File: src/rtl/cache_fill_pkg.sv
// cache_fill_pkg: shared state type and block geometry for the cache fill controller.
package cache_fill_pkg;

    typedef enum logic {IDLE, FILL} state_e;

    localparam int BLOCK_BYTES = 16;
    localparam int OFF_W = 3;
    localparam logic [31:0] BASE_MASK = ~32'(BLOCK_BYTES - 1);

endpackage

File: src/rtl/cache_fill_if.sv
// cache_fill_if: cache/memory side signals of the fill controller; slave is the controller.
interface cache_fill_if #(
    parameter int ADDR_W = 16
);
    logic              miss_detected;
    logic [ADDR_W-1:0] miss_address;
    logic              memory_data_valid;
    logic [15:0]       memory_data;
    logic              fsm_busy;
    logic              mem_req;
    logic [ADDR_W-1:0] memory_address;
    logic              write_data_array;
    logic              write_tag_array;
    logic [ADDR_W-1:0] fill_word_addr;
    logic [15:0]       fill_data;
    logic              fill_done;

    modport slave (
        input  miss_detected, miss_address, memory_data_valid, memory_data,
        output fsm_busy, mem_req, memory_address, write_data_array,
               write_tag_array, fill_word_addr, fill_data, fill_done
    );

    modport master (
        output miss_detected, miss_address, memory_data_valid, memory_data,
        input  fsm_busy, mem_req, memory_address, write_data_array,
               write_tag_array, fill_word_addr, fill_data, fill_done
    );
endinterface

File: src/rtl/cache_fill_ctr.sv
// cache_fill_ctr: word counter with enable and clear that saturates at MAX.
module cache_fill_ctr #(
    parameter int W   = 4,
    parameter int MAX = 8
) (
    input  logic         clk,
    input  logic         rst,
    input  logic         en_i,
    input  logic         clr_i,
    output logic [W-1:0] cnt_o
);
    logic [W-1:0] cnt_q;

    always_ff @(posedge clk or posedge rst)
        if (rst) cnt_q <= '0;
        else if (clr_i) cnt_q <= '0;
        else if (en_i && cnt_q != W'(MAX)) cnt_q <= cnt_q + 1'b1;

    assign cnt_o = cnt_q;
endmodule

File: src/rtl/cache_fill_fsm.sv
// cache_fill_fsm: streams a missing 16-byte block from memory into the cache arrays.
// CACHE_FILL_CRITICAL_WORD_FIRST_EN: start the fill at the missed word and wrap within the block.
module cache_fill_fsm
    import cache_fill_pkg::*;
#(
    parameter int BLOCK_WORDS = 8,
    parameter int ADDR_W      = 16
) (
    input logic         clk,
    input logic         rst,
    cache_fill_if.slave bus
);
    localparam int CW = OFF_W + 1;

    state_e            state_q;
    logic [ADDR_W-1:0] base_q;
    logic [CW-1:0]     req_cnt;
    logic [CW-1:0]     rcv_cnt;
    logic [OFF_W-1:0]  req_off;
    logic [OFF_W-1:0]  rcv_off;
    logic              fill;
    logic              start;
    logic              req;
    logic              wr;
    logic              last;

    assign fill  = state_q == FILL;
    // rst gate keeps busy low while reset is held with a pending miss
    assign start = state_q == IDLE && bus.miss_detected && !rst;
    assign req   = fill && req_cnt < CW'(BLOCK_WORDS);
    assign wr    = fill && bus.memory_data_valid;
    assign last  = wr && rcv_cnt == CW'(BLOCK_WORDS - 1);

    always_ff @(posedge clk or posedge rst)
        if (rst) begin
            state_q <= IDLE;
            base_q  <= '0;
        end else if (start) begin
            state_q <= FILL;
            base_q  <= bus.miss_address & BASE_MASK[ADDR_W-1:0];
        end else if (last) begin
            state_q <= IDLE;
        end

`ifdef CACHE_FILL_CRITICAL_WORD_FIRST_EN
    logic [OFF_W-1:0] crit_q;

    always_ff @(posedge clk or posedge rst)
        if (rst) crit_q <= '0;
        else if (start) crit_q <= bus.miss_address[OFF_W:1];

    assign req_off = crit_q + req_cnt[OFF_W-1:0];
    assign rcv_off = crit_q + rcv_cnt[OFF_W-1:0];
`else
    assign req_off = req_cnt[OFF_W-1:0];
    assign rcv_off = rcv_cnt[OFF_W-1:0];
`endif

    cache_fill_ctr #(.W(CW), .MAX(BLOCK_WORDS)) u_req_ctr (
        .clk(clk), .rst(rst), .en_i(req), .clr_i(!fill), .cnt_o(req_cnt)
    );

    cache_fill_ctr #(.W(CW), .MAX(BLOCK_WORDS)) u_rcv_ctr (
        .clk(clk), .rst(rst), .en_i(wr), .clr_i(!fill), .cnt_o(rcv_cnt)
    );

    assign bus.fsm_busy         = fill | start;
    assign bus.mem_req          = req;
    assign bus.memory_address   = base_q + ADDR_W'({req_off, 1'b0});
    assign bus.write_data_array = wr;
    assign bus.write_tag_array  = last;
    assign bus.fill_word_addr   = base_q + ADDR_W'({rcv_off, 1'b0});
    assign bus.fill_data        = bus.memory_data;
    assign bus.fill_done        = last;
endmodule

File: src/flat_wrapper.sv
// flat-port wrapper written by rule: the top's interface ports become plain ports
module cache_fill_fsm_flat import cache_fill_pkg::*;
#(
    parameter int BLOCK_WORDS = 8,
    parameter int ADDR_W      = 16
)
  (clk, rst, bus_miss_detected, bus_miss_address, bus_memory_data_valid, bus_memory_data, bus_fsm_busy, bus_mem_req, bus_memory_address, bus_write_data_array, bus_write_tag_array, bus_fill_word_addr, bus_fill_data, bus_fill_done);
  cache_fill_if #(.ADDR_W(ADDR_W)) bus_i ();
  input logic clk;
  input logic rst;
  input wire logic [$bits(bus_i.miss_detected)-1:0] bus_miss_detected;
  input wire logic [$bits(bus_i.miss_address)-1:0] bus_miss_address;
  input wire logic [$bits(bus_i.memory_data_valid)-1:0] bus_memory_data_valid;
  input wire logic [$bits(bus_i.memory_data)-1:0] bus_memory_data;
  output wire logic [$bits(bus_i.fsm_busy)-1:0] bus_fsm_busy;
  output wire logic [$bits(bus_i.mem_req)-1:0] bus_mem_req;
  output wire logic [$bits(bus_i.memory_address)-1:0] bus_memory_address;
  output wire logic [$bits(bus_i.write_data_array)-1:0] bus_write_data_array;
  output wire logic [$bits(bus_i.write_tag_array)-1:0] bus_write_tag_array;
  output wire logic [$bits(bus_i.fill_word_addr)-1:0] bus_fill_word_addr;
  output wire logic [$bits(bus_i.fill_data)-1:0] bus_fill_data;
  output wire logic [$bits(bus_i.fill_done)-1:0] bus_fill_done;
  assign bus_i.miss_detected = bus_miss_detected;
  assign bus_i.miss_address = bus_miss_address;
  assign bus_i.memory_data_valid = bus_memory_data_valid;
  assign bus_i.memory_data = bus_memory_data;
  assign bus_fsm_busy = bus_i.fsm_busy;
  assign bus_mem_req = bus_i.mem_req;
  assign bus_memory_address = bus_i.memory_address;
  assign bus_write_data_array = bus_i.write_data_array;
  assign bus_write_tag_array = bus_i.write_tag_array;
  assign bus_fill_word_addr = bus_i.fill_word_addr;
  assign bus_fill_data = bus_i.fill_data;
  assign bus_fill_done = bus_i.fill_done;
  cache_fill_fsm #(.BLOCK_WORDS(BLOCK_WORDS), .ADDR_W(ADDR_W)) u_core (.clk(clk), .rst(rst), .bus(bus_i));
endmodule
File: config.mk
export PLATFORM = sky130hd
export DESIGN_NAME = cache_fill_fsm_flat
export DESIGN_NICKNAME = d
export VERILOG_FILES = /design/src/rtl/cache_fill_pkg.sv /design/src/rtl/cache_fill_if.sv /design/src/rtl/cache_fill_ctr.sv /design/src/rtl/cache_fill_fsm.sv /design/src/flat_wrapper.sv
export SDC_FILE = /design/constraint.sdc
export NUM_CORES = 1
export LEC_CHECK = 0
export ABC_AREA = 1
export BUFFER_PORTS_ARGS = -buffer_cell sky130_fd_sc_hd__buf_2
export CAP_MARGIN = 20
export CORE_MARGIN = 5
export CORE_UTILIZATION = 43
export CTS_CLUSTER_DIAMETER = 80
export DETAILED_ROUTE_END_ITERATION = 7
export HOLD_SLACK_MARGIN = 0.12
export MAX_ROUTING_LAYER = met4
export PLACE_DENSITY = 0.82
export SLEW_MARGIN = 10
export SYNTH_ARGS = -nofsm -noshare
export SYNTH_HDL_FRONTEND = slang
export SYNTH_SLANG_ARGS = --single-unit
File: constraint.sdc
create_clock -name clk -period 2.93 [get_ports clk]
set_input_delay 0.4395 -clock clk [delete_from_list [all_inputs] [get_ports clk]]
set_output_delay 0.4395 -clock clk [all_outputs]
set_load 0.005 [all_outputs]
# Yosys cells after proc, flatten, opt, wreduce, memory -nomap -nowiden

Cells that the tools add are included.
Widths: inputs -> output; s select.

Input port bits: 36
Latch bits: 0
Logic and storage cells: 31
Memories kept: 0
Output and inout bits: 53
RAM bits: 0
Bits in read-only memories: 0
Register bits after elaboration: 21

Multiply operators: 0
Muxes and demuxes: 6
Equal/unequal tests: 5
Order comparisons: 1
Shift-type cells: 0
Reduce and logical (&&, ||, !) cells: 9
Bitwise gates (word level): 2
Divide/modulo/power cells: 0
$add $sub $neg: 4

Operators with widths:

| cell                | count |
|---|---|
| $add 16x4->16       | 2 |
| $mux 4              | 4 |
| $add 4x1->4 const B | 2 |
| $ne 4x4->1 const B  | 2 |
| $logic_and 1x1->1   | 7 |
| $eq 4x3->1 const B  | 1 |
| $lt 4x4->1 const B  | 1 |
| $ne 2x2->1 const B  | 2 |
| $mux 1              | 2 |
| $reduce_bool 2->1   | 1 |
| $logic_not 1->1     | 1 |
| $not 1->1           | 1 |
| $or 1x1->1          | 1 |

# Logic depth before layout (Yosys ltp)

Gate-level depths: netlist of run 1.

Word-level depth: 5
Mapped depth: 7
Depth with buffers taken out: 7

# Hierarchy

Synthesis of run 1 repeated with hierarchy kept, for this count alone.

Cells, all modules: 168
Area, all modules: 1,371.3 µm²

By module, submodules not included:

| module         | cells an instance | area each (µm²) | seq. area each (µm²) | times used |
|---|---|---|---|---|
| cache_fill_fsm | 98                | 850.8           | 325.3                | 1 |
| cache_fill_ctr | 35                | 260.2           | 100.1                | 2 |

# Least setup slack after synthesis of run 1

OpenSTA, ideal clock, no wires.

Kind: input port to output port
From: in rst
To: out bus_fsm_busy
Setup slack: 1.113 ns
Data arrival time: 1.378 ns
Cell stages on the path: 4
Path buffers: 1
Path through: inv_1 -> nand3_4 -> buf_6 -> nand2_1

Longest elaborated chain between the ends: 3

Ends and longest elaborated chain:

| element            | line                 | text |
|---|---|---|
| start: declaration | flat_wrapper.sv:10   | `input logic rst;` |
| $logic_not 1->1    | cache_fill_fsm.sv:29 | `assign start = state_q == IDLE && bus.miss_detected && !rst;` |
| $logic_and 1x1->1  | cache_fill_fsm.sv:29 |  |
| $or 1x1->1         | cache_fill_fsm.sv:67 | `assign bus.fsm_busy = fill \| start;` |
| end: declaration   | flat_wrapper.sv:15   | `output wire logic [$bits(bus_i.fsm_busy)-1:0] bus_fsm_busy;` |

Every way passes these cells.

# Worst setup path in the final report of run 1

From: reg u_core.u_rcv_ctr.cnt_q[1] (netlist: u_core.u_rcv_ctr.cnt_o[1])
To: out bus_fill_done

Longest elaborated chain between the ends: 2

Ends and longest elaborated chain:

| element                  | line                 | text |
|---|---|---|
| start: declaration       | cache_fill_ctr.sv:12 | `logic [W-1:0] cnt_q;` |
| start signal: assignment | cache_fill_ctr.sv:17 | `else if (en_i && cnt_q != W'(MAX)) cnt_q <= cnt_q + 1'b1;` |
| $eq 4x3->1               | cache_fill_fsm.sv:32 | `assign last = wr && rcv_cnt == CW'(BLOCK_WORDS - 1);` |
| $logic_and 1x1->1        | cache_fill_fsm.sv:32 |  |
| end: declaration         | flat_wrapper.sv:22   | `output wire logic [$bits(bus_i.fill_done)-1:0] bus_fill_done;` |

Every way passes these cells.

==> results of run 1 <==
==> routing by layer <==
layer  up-vias  GRT usage
li1        447          -
met1       398      0.136
met2        32      0.173
met3         2     0.0337
met4         0     0.0468
met5         -          -
==> cell families (layout without fill, tap and decap cells) <==
family / after synthesis / in the layout / synth area share
AOI/OAI and AO/OA: 19 / 19 / 0.0801
adders and majority gates: 3 / 3 / 0.0304
buffers and inverters: 62 / 78 / 0.313
DFF: 21 / 21 / 0.426
other: 1 / 2 / 0.00304
and+or+nand+nor: 40 / 40 / 0.147
==> area by class of cell <==
| class | count | area share |
|---|---|---|
| clock inverters | 1 | 0.00397 |
| inverters | 23 | 0.0685 |
| well taps | 31 | 0.0308 |
| multi-input cells | 64 | 0.258 |
| clock buffers | 3 | 0.0179 |
| repair buffers | 51 | 0.204 |
| flip-flops and latches | 21 | 0.417 |
==> flip-flops by register name, summed over array words and instances, names as in the netlist <==
register and count:
u_core.base_q 12, u_core.u_rcv_ctr.cnt_o 4, u_core.fill 1, u_core.u_req_ctr.cnt_o 4
==> placed cells by master, fill, tap and decap left out <==
master and instances:
conb_1 2, ha_1 3, inv_2 2, or2_2 1, and3_1 1, clkbuf_4 3, nor3_1 2, dfrtp_1 21
nand4_1 1, clkinv_2 1, buf_4 1, nor2_1 2, o21ai_2 1, buf_2 50, a21oi_1 3, nand2_1 26
o21ai_1 12, o21ai_0 3, inv_1 21, nand3_4 1, nand3_1 6
==> critical path, stage by stage (launching register included) <==
cell     delay [ns]
dfrtp_1        0.40
ha_1           0.17
nand2_1        0.08
nor3_1         0.29
buf_2          0.19
==> cells in the mapped netlist <==
library cell / count
o21ai_1: 12
inv_1: 21
nand3_1: 6
or2_2: 1
nand2_1: 26
dfrtp_1: 21
o21ai_2: 1
o21ai_0: 3
buf_6: 2
nand4_1: 1
and3_1: 1
inv_2: 2
nand3_4: 1
a21oi_1: 3
ha_1: 3
nor3_1: 2
conb_1: 1
buf_4: 37
nor2_1: 2
==> worst max path at each step <==
stage / start / endpoint / slack [ns] / cells past startpoint
after floorplan: rst / bus_fsm_busy / 1.11 / 4
after global placement: rst / bus_fsm_busy / 1.33 / 5
after detailed placement: rst / bus_fsm_busy / 1.35 / 5
after CTS: u_core.u_rcv_ctr.cnt_o[1] / bus_fill_done / 1.04 / 4
after global routing: u_core.fill / bus_fill_done / 0.93 / 3
final: u_core.u_rcv_ctr.cnt_o[1] / bus_fill_done / 1.07 / 4
==> power by group through the flow <==
stage | registers, mW | logic, mW | clock network, mW
finish | 0.529 | 0.533 | 0.137
global route | 0.560 | 0.619 | 0.157
CTS | 0.532 | 0.547 | 0.148
detailed placement | 0.538 | 0.546 | 0
global placement | 0.533 | 0.534 | 0
floorplan | 0.535 | 0.455 | 0
==> metrics by stage <==
| step | area, sq um | util | total power [mW] | std cells |
|---|---|---|---|---|
| finish | 1260 | 0.457 | 1.20 | 194 |
| CTS | 1260 | 0.457 | 1.23 | 194 |
| global route | 1260 | 0.457 | 1.34 | 194 |
| global placement | 1230 | 0.447 | 1.07 | 190 |
| floorplan | 1240 | - | 0.989 | 147 |
| detailed placement | 1230 | 0.447 | 1.08 | 190 |
==> run summary, run 1 <==
status: finished, final reports clean
post-synth top area share: 0.426
register area share after synthesis: 0.426
Longest Clk Path Bufs: 2
routed metal-1 wirelength: 892 um
HPWL after DPL: 1630 um
DRC Markers: 0
Min-Delay Path Class: primary input to async pin
sequential share of power: 0.441
I/O Buffers: 50
worst r2r src: u_core.u_rcv_ctr.cnt_o[0]
CTS tree: built
setup tns final: 0 ns
Leakage: 0.765 nW
clock share of power: 0.114
wire length per cell: 10.7 um
final WL: 2070 um
number of global-route vias before repair: 802
multi-input logic area: 325 sq um
capture point of the worst reg-to-reg path: u_core.u_rcv_ctr.cnt_o[1]
Max Freq: 538 MHz
Worst Path Max Fanout: 4
hold slack: 0.238 ns
IO Pins: 89
min Tclk post-route: 1.86 ns
post-synthesis cell count: 146
Mapped Area: 1230 sq um
gr ovfl total: 0
Synth area leader: dfrtp_1
Yosys cell types: 19
Warnings, synthesis: 0
Layout area overhead: 2.23%
initial antenna violation count: 0
R2R depth: 6
Die Span Y: 63.6 um
Tcrit/Tclk final: 0.635
DR top layer: met4
global-route wire length before repair: 3570 um
reg-to-reg slack, setup: 1.72 ns
gp weighted congestion: 0.792
Setup Buffers After CTS: 0
Initial Util: 0.447
internal power: 0.731 mW
top post-synthesis cells by area: dfrtp_1 43%, buf_4 23%, nand2_1 7.9%
RSZ-0062 raised after global routing: no
H-Tree Depth: 1
CP Capture Type: output port
PostCTS Resize Cnt: 0
Pre-antenna DRT Iters: 4
final setup margin: 1.07 ns
layout cell share with drive strength beyond 1: 0.368
Comb power frac: 0.444
met3 wire length: 217 um
worst ir drop on vdd: 0.524 mV
DIE WIDTH: 63.6 um
CP Launch Type: flop
number of CTS-inserted buffers: 3
largest net degree at the start of global routing: 27
Yosys reg bits: 21
PwrDens: 951 nW/um^2
ANT nets after route: 0
max_cap viols: 0
synthesized area per cell: 8.45 sq um
dpl ws: 1.35 ns
# rows: 19
die area: 4040 sq um
ANT cells: 0
Final setup viols: 0
fin nets: 203
clock slew seen by the registers of the worst setup and hold paths: 0.12 ns
WP data arrival: 1.42 ns
core area: 2760 sq um
Crit Path Class: flop to output port
Total Routing Usage GR: 0.112
Net Sw Power: 0.468 mW
via-per-instance ratio: 4.53
clock skew: 0.00394 ns
switching share of total power: 0.390
Final Hold Fails: 0
required time of the critical path: 2.49 ns
Clock Sinks: 21
met2 WL post-DR: 952 um
CTS Hold Buffers Added: 0
Max Slew Vio Count: 0
via count: 879
clk root buf: clkbuf_4
# fillers: 279
DR iter-0 viols: 21
clk_lat worst skew: 0.30 ns
register area: 526 sq um
Power figures use the tool's default switching activity.
==> run 2: changes to the inputs <==
--- a/config.mk
+++ b/config.mk
@@ -9,12 +9,12 @@
 export BUFFER_PORTS_ARGS = -buffer_cell sky130_fd_sc_hd__buf_2
 export CAP_MARGIN = 20
 export CORE_MARGIN = 5
-export CORE_UTILIZATION = 43
+export CORE_UTILIZATION = 36
 export CTS_CLUSTER_DIAMETER = 80
 export DETAILED_ROUTE_END_ITERATION = 7
 export HOLD_SLACK_MARGIN = 0.12
 export MAX_ROUTING_LAYER = met4
-export PLACE_DENSITY = 0.82
+export PLACE_DENSITY = 0.73
 export SLEW_MARGIN = 10
 export SYNTH_ARGS = -nofsm -noshare
 export SYNTH_HDL_FRONTEND = slang
==> constraint.sdc (replaced) <==
create_clock -name clk -period 1.7 [get_ports clk]
set_input_delay 0.255 -clock clk [delete_from_list [all_inputs] [get_ports clk]]
set_output_delay 0.255 -clock clk [all_outputs]
set_load 0.005 [all_outputs]
==> run 2 against run 1 <==
Critical path depth did not move. Combinational power rose by 75%. Non-clock buffer count up 2. Setup slack lost 0.94 ns. Largest power group unchanged. Via count grew 0.91%. Register-to-register slack lost 1.3 ns. Critical path type unchanged. Sequential power rose by 73%. Count of clock-buffer cells in the layout is 1 higher. Cell area up 3.3%. Clock skew is 0.0030 ns lower. Sequential cell count stayed put.
==> run summary, run 2 (same netlist as run 1, synthesis figures left out) <==
dpl ws: 0.354 ns (-0.998 ns)
commonest cells after routing, fill and taps aside: 50 x buf_2, 26 x nand2_1, 21 x inv_1, 20 x dfrtp_1, 12 x o21ai_1
Clock Sinks: 21 (unchanged)
crit path to: bus_fill_done
capture point of the worst reg-to-reg path: u_core.u_rcv_ctr.cnt_o[0]
clock skew: 0.000954 ns (-0.00298 ns)
CP Capture Type: output port
Longest Clk Path Bufs: 2 (unchanged)
I/O Buffers: 50 (unchanged)
Setup Buffers After CTS: 0 (unchanged)
wire length per cell: 10.4 um (-2.5%)
Layout area overhead: 5.58%
largest net degree at the start of global routing: 26 (-3.7%)
clk_lat worst skew: 0.29 ns (about the same)
IO Pins: 89 (unchanged)
multi-input logic area: 330 sq um (+1.5%)
Min-Delay Path Class: primary input to flop
# rows: 21 (+2)
global-route wire length before repair: 3280 um (-8.1%)
WP data arrival: 1.32 ns (-0.10 ns)
Pre-antenna DRT Iters: 2 (-2)
Final Hold Fails: 0 (unchanged)
R2R depth: 6 (unchanged)
core area: 3340 sq um (+21%)
PwrDens: 1600 nW/um^2 (+68%)
status: finished, final reports clean
register with the most flip-flops: u_core.base_q
fin nets: 205 (+0.99%)
layout cell share with drive strength beyond 1: 0.376 (+0.00766)
number of global-route vias before repair: 793 (-1.1%)
Total Routing Usage GR: 0.0953 (-0.0169)
required time of the critical path: 1.44 ns (-1.05 ns)
worst r2r src: u_core.u_rcv_ctr.cnt_o[0]
Max Slew Vio Count: 0 (unchanged)
commonest non-fill, non-tap cell in the layout: buf_2
CTS tree: built
DR iter-0 viols: 22 (+4.8%)
ANT cells: 0 (unchanged)
Die Span Y: 68.5 um (+7.8%)
die area: 4700 sq um (+16%)
Leakage: 0.772 nW (+0.91%)
final core occ: 0.390 (-0.0670)
DRC Markers: 0 (unchanged)
clock slew seen by the registers of the worst setup and hold paths: 0.11 ns (about the same)
final WL: 2200 um (+6.0%)
via count: 887 (+0.91%)
Crit Path Class: flop to output port
Max Freq: 636 MHz
gp weighted congestion: 0.758 (-4.3%)
Initial Util: 0.370 (-0.0777)
clk root buf: clkbuf_4
worst ir drop on vdd: 0.427 mV (-18%)
ANT nets after route: 0 (unchanged)
Worst Path Max Fanout: 4 (unchanged)
HPWL after DPL: 1740 um (+6.4%)
gr ovfl total: 0 (unchanged)
via-per-instance ratio: 4.20 (-7.2%)
max_cap viols: 0 (unchanged)
final setup margin: 0.128 ns (-0.943 ns)
# fillers: 348 (+25%)
DIE WIDTH: 68.5 um (+7.8%)
Tcrit/Tclk final: 0.925
min Tclk post-route: 1.57 ns
number of CTS-inserted buffers: 3 (unchanged)
initial antenna violation count: 0 (unchanged)
H-Tree Depth: 1 (unchanged)
reg-to-reg slack, setup: 0.46 ns (-1.26 ns)
crit path from: u_core.u_rcv_ctr.cnt_o[1]
register area: 527 sq um (+0.24%)
Final setup viols: 0 (unchanged)
CP Launch Type: flop
max reg flops: 12 (unchanged)
-- run 2: cell count changes in the layout (fill, tap and decap cells not counted) --
cell	before	now
buf_4	1	2
clkbuf_1	0	1
clkinv_2	1	0
dfrtp_1	21	20
dfrtp_2	0	1
dlygate4sd3_1	0	1
nor3_1	2	1
nor3_2	0	1
-- run 2: critical path, stage by stage (launching register included) --
cell and delay, ns:
dfrtp_1 0.39, ha_1 0.17, nand2_1 0.09, nor3_2 0.21, buf_2 0.16
-- run 2: timing repair --
action,4_1_cts,5_1_grt
resized for setup,1,1
endpoints found under the hold margin,21,0
pin swaps,0,0
hold buffers,1,0
cloned,0,0
setup endpoints to repair,2,2
-- run 2: how the worst min path moves through the flow --
| stage | from | end | slack (ns) | cells after the start |
|---|---|---|---|---|
| finish | bus_miss_address[4] | u_core.base_q[4] | 0.18 | 3 |
| global route | bus_miss_address[7] | u_core.base_q[7] | 0.17 | 3 |
| CTS | bus_miss_address[4] | u_core.base_q[4] | 0.16 | 3 |
| detailed placement | rst | u_core.base_q[8] | 0.40 | 3 |
| global placement | rst | u_core.fill | 0.41 | 3 |
| floorplan | rst | u_core.base_q[10] | 0.26 | 1 |
-- run 2: routing by layer --
layer | track usage | routed length (um) | vias up
met5 | - | 0 | -
met1 | 0.109 | 963 | 405
met4 | 0.0372 | 10 | 0
li1 | - | - | 447
met3 | 0.0292 | 221 | 2
met2 | 0.156 | 1000 | 33
-- run 2: report_power, final --
part	internal [mW]	leakage [nW]	switching, mW
Clock	0.0913	0.0150	0.143
Sequential	0.731	0.262	0.183
Combinational	0.451	0.495	0.483
Total	1.27	0.772	0.809
-- run 2: layout make-up --
cell class                 instances  share of cell area
inverter                          23              0.0663
clock buffer                       4              0.0202
multi-input combinational         64               0.254
tap                               46              0.0442
timing repair buffer              53               0.211
sequential                        21               0.404
-- run 2: per-stage QoR --
step           instances  hold slack [ns]  TNS, ns  total power [mW]  area [sq um]
2_1_floorplan        147            0.263        0              1.70          1240
3_3_place_gp         206            0.412        0              1.85          1260
3_5_place_dp         206            0.405        0              1.88          1260
4_1_cts              211            0.165        0              2.13          1300
5_1_grt              211            0.167  -0.0232              2.33          1300
6_report             211            0.177        0              2.08          1300
==> run 3: changes to the inputs <==
--- a/config.mk
+++ b/config.mk
@@ -8,7 +8,7 @@
 export ABC_AREA = 1
 export BUFFER_PORTS_ARGS = -buffer_cell sky130_fd_sc_hd__buf_2
 export CAP_MARGIN = 20
-export CORE_MARGIN = 5
+export CORE_MARGIN = 1
 export CORE_UTILIZATION = 36
 export CTS_CLUSTER_DIAMETER = 80
 export DETAILED_ROUTE_END_ITERATION = 7
==> run 3 against run 2 <==
Die area is 22% lower. Non-clock buffer count is the same. Maximum frequency is 3.7% higher. Global-route usage increased by 2.5 points. Sequential share of layout area barely moved. Register-to-register slack better by 0.05 ns. Critical endpoint unchanged. Largest cell class unchanged. Highest routed layer unchanged.
==> run summary, run 3 (same netlist as run 1, synthesis figures left out) <==
status: finished, final reports clean
final setup margin: 0.184 ns (+0.0566 ns)
reg-to-reg slack, setup: 0.51 ns (+0.05 ns)
setup tns final: 0 ns (unchanged)
max reg flops: 12 (unchanged)
initial antenna violation count: 0 (unchanged)
capture point of the worst reg-to-reg path: u_core.u_rcv_ctr.cnt_o[1]
DR iter-0 viols: 8 (-64%)
# fillers: 345 (-0.86%)
Die Span Y: 60.5 um (-12%)
# rows: 20 (-4.8%)
Crit Path Class: flop to output port
Final setup viols: 0 (unchanged)
gr ovfl total: 0 (unchanged)
core area: 3150 sq um (-5.5%)
switching share of total power: 0.387 (-0.00183)
Total Routing Usage GR: 0.121 (+0.0253)
PwrDens: 1590 nW/um^2 (-0.42%)
number of CTS-inserted buffers: 3 (unchanged)
IO Pins: 89 (unchanged)
Comb power frac: 0.443 (-0.006)
fin nets: 205 (unchanged)
dpl ws: 0.392 ns (+0.0380 ns)
hold path start: bus_miss_address[7]
critical path cell sequence: nand2_1, nor3_2, buf_2
ANT nets after route: 0 (unchanged)
layout cell share with drive strength beyond 1: 0.370 (-0.00606)
H-Tree Depth: 1 (unchanged)
hold slack: 0.180 ns (+0.00258 ns)
worst ir drop on vdd: 0.437 mV (+2.3%)
clk root buf: clkbuf_4
Min-Delay Path Class: primary input to flop
internal power: 1.27 mW (-0.40%)
max_cap viols: 0 (unchanged)
Tcrit/Tclk final: 0.892 (-0.0333)
Net Sw Power: 0.800 mW (-1.2%)
clock slew seen by the registers of the worst setup and hold paths: 0.11 ns (about the same)
global-route wire length before repair: 3130 um (-4.8%)
register with the most flip-flops: u_core.base_q
Final Hold Fails: 0 (unchanged)
gp weighted congestion: 0.828 (+9.2%)
RSZ-0062 raised after global routing: no
Worst Path Max Fanout: 7 (+3)
hold path cells: 3 (unchanged)
Leakage: 0.773 nW (about the same)
clock share of power: 0.112 (about the same)
DRC Markers: 0 (unchanged)
die area: 3670 sq um (-22%)
CP Launch Type: flop
worst r2r src: u_core.u_rcv_ctr.cnt_o[0]
largest net degree at the start of global routing: 26 (unchanged)
clk_lat worst skew: 0.29 ns (about the same)
required time of the critical path: 1.44 ns (about the same)
WP data arrival: 1.26 ns (-0.06 ns)
DIE WIDTH: 60.5 um (-12%)
min Tclk post-route: 1.52 ns (-0.0566 ns)
Longest Clk Path Bufs: 2 (unchanged)
Clock Sinks: 21 (unchanged)
R2R depth: 6 (unchanged)
Pre-antenna DRT Iters: 3 (+1)
I/O Buffers: 50 (unchanged)
HPWL after DPL: 1480 um (-15%)
hold worst-path end: u_core.base_q[7]
CP Capture Type: output port
CP max stage delay: 0.48 ns (+0.09 ns)
slowest CP cell: dfrtp_1
final WL: 1920 um (-13%)
CTS tree: built
clock skew: 0.00147 ns (+0.000513 ns)
Max Slew Vio Count: 0 (unchanged)
commonest cells after routing, fill and taps aside: 50 x buf_2, 26 x nand2_1, 21 x inv_1, 21 x dfrtp_1, 12 x o21ai_1
Initial Util: 0.391 (+0.0216)
ANT cells: 0 (unchanged)
number of global-route vias before repair: 750 (-5.4%)
Max Freq: 660 MHz (+3.7%)
sequential share of power: 0.445 (+0.006)
commonest non-fill, non-tap cell in the layout: buf_2
Layout area overhead: 5.27%
via-per-instance ratio: 4.11 (-2.1%)
Final Power: 2.07 mW (-0.70%)
via count: 860 (-3.0%)
wire length per cell: 9.19 um (-12%)
run 3: how the worst max path moves through the flow:
stage	from	slack [ns]	depth (start not counted)	to
after floorplan	rst	0.25	4	bus_fsm_busy
after global placement	u_core.u_rcv_ctr.cnt_o[1]	0.42	4	bus_fill_done
after detailed placement	u_core.u_rcv_ctr.cnt_o[1]	0.39	4	bus_fill_done
after CTS	u_core.u_rcv_ctr.cnt_o[1]	0.04	4	bus_fill_done
after global routing	u_core.u_rcv_ctr.cnt_o[1]	0.03	4	bus_fill_done
final	u_core.fill	0.18	3	bus_fill_done
run 3: area by class of cell:
cell class | instances | area (sq um) | share of cell area
Timing Repair Buffer | 53 | 275 | 0.212
Multi-Input combinational cell | 64 | 330 | 0.254
Clock buffer | 4 | 26.3 | 0.0202
Sequential cell | 21 | 526 | 0.405
Inverter | 23 | 86.3 | 0.0665
Tap cell | 44 | 55.1 | 0.0424
run 3: stage by stage:
stage | utilization | instances | cell area (sq um)
2_1_floorplan | - | 147 | 1240
3_3_place_gp | 0.399 | 204 | 1260
3_5_place_dp | 0.399 | 204 | 1260
4_1_cts | 0.410 | 209 | 1290
5_1_grt | 0.412 | 209 | 1300
6_report | 0.412 | 209 | 1300
run 3: worst max-delay path, delay by kind of cell (launching register included):
family | cells | cell delay (ns)
buf+inv | 1 | 0.15
simple gates | 2 | 0.35
flops | 1 | 0.48
run 3: routing by layer:
metal	part of all wire	track usage
met5	0	-
met2	0.47	0.198
met1	0.45	0.139
met3	0.078	0.0320
met4	0.0089	0.0519
run 3: repair_timing:
action                                  in CTS  in global routing
setup buffers                                0                  0
resized for setup                            0                  1
endpoints found under the setup margin       0                  2
hold buffers                                 1                  0
hold endpoints to repair                    21                  0
run 3: power groups by stage:
stage | Clock [mW] | Combinational, mW | Sequential (mW)
4_1_cts | 0.246 | 0.933 | 0.923
5_1_grt | 0.272 | 1.09 | 0.967
2_1_floorplan | 0 | 0.783 | 0.922
3_5_place_dp | 0 | 0.930 | 0.934
3_3_place_gp | 0 | 0.914 | 0.921
6_report | 0.231 | 0.916 | 0.921
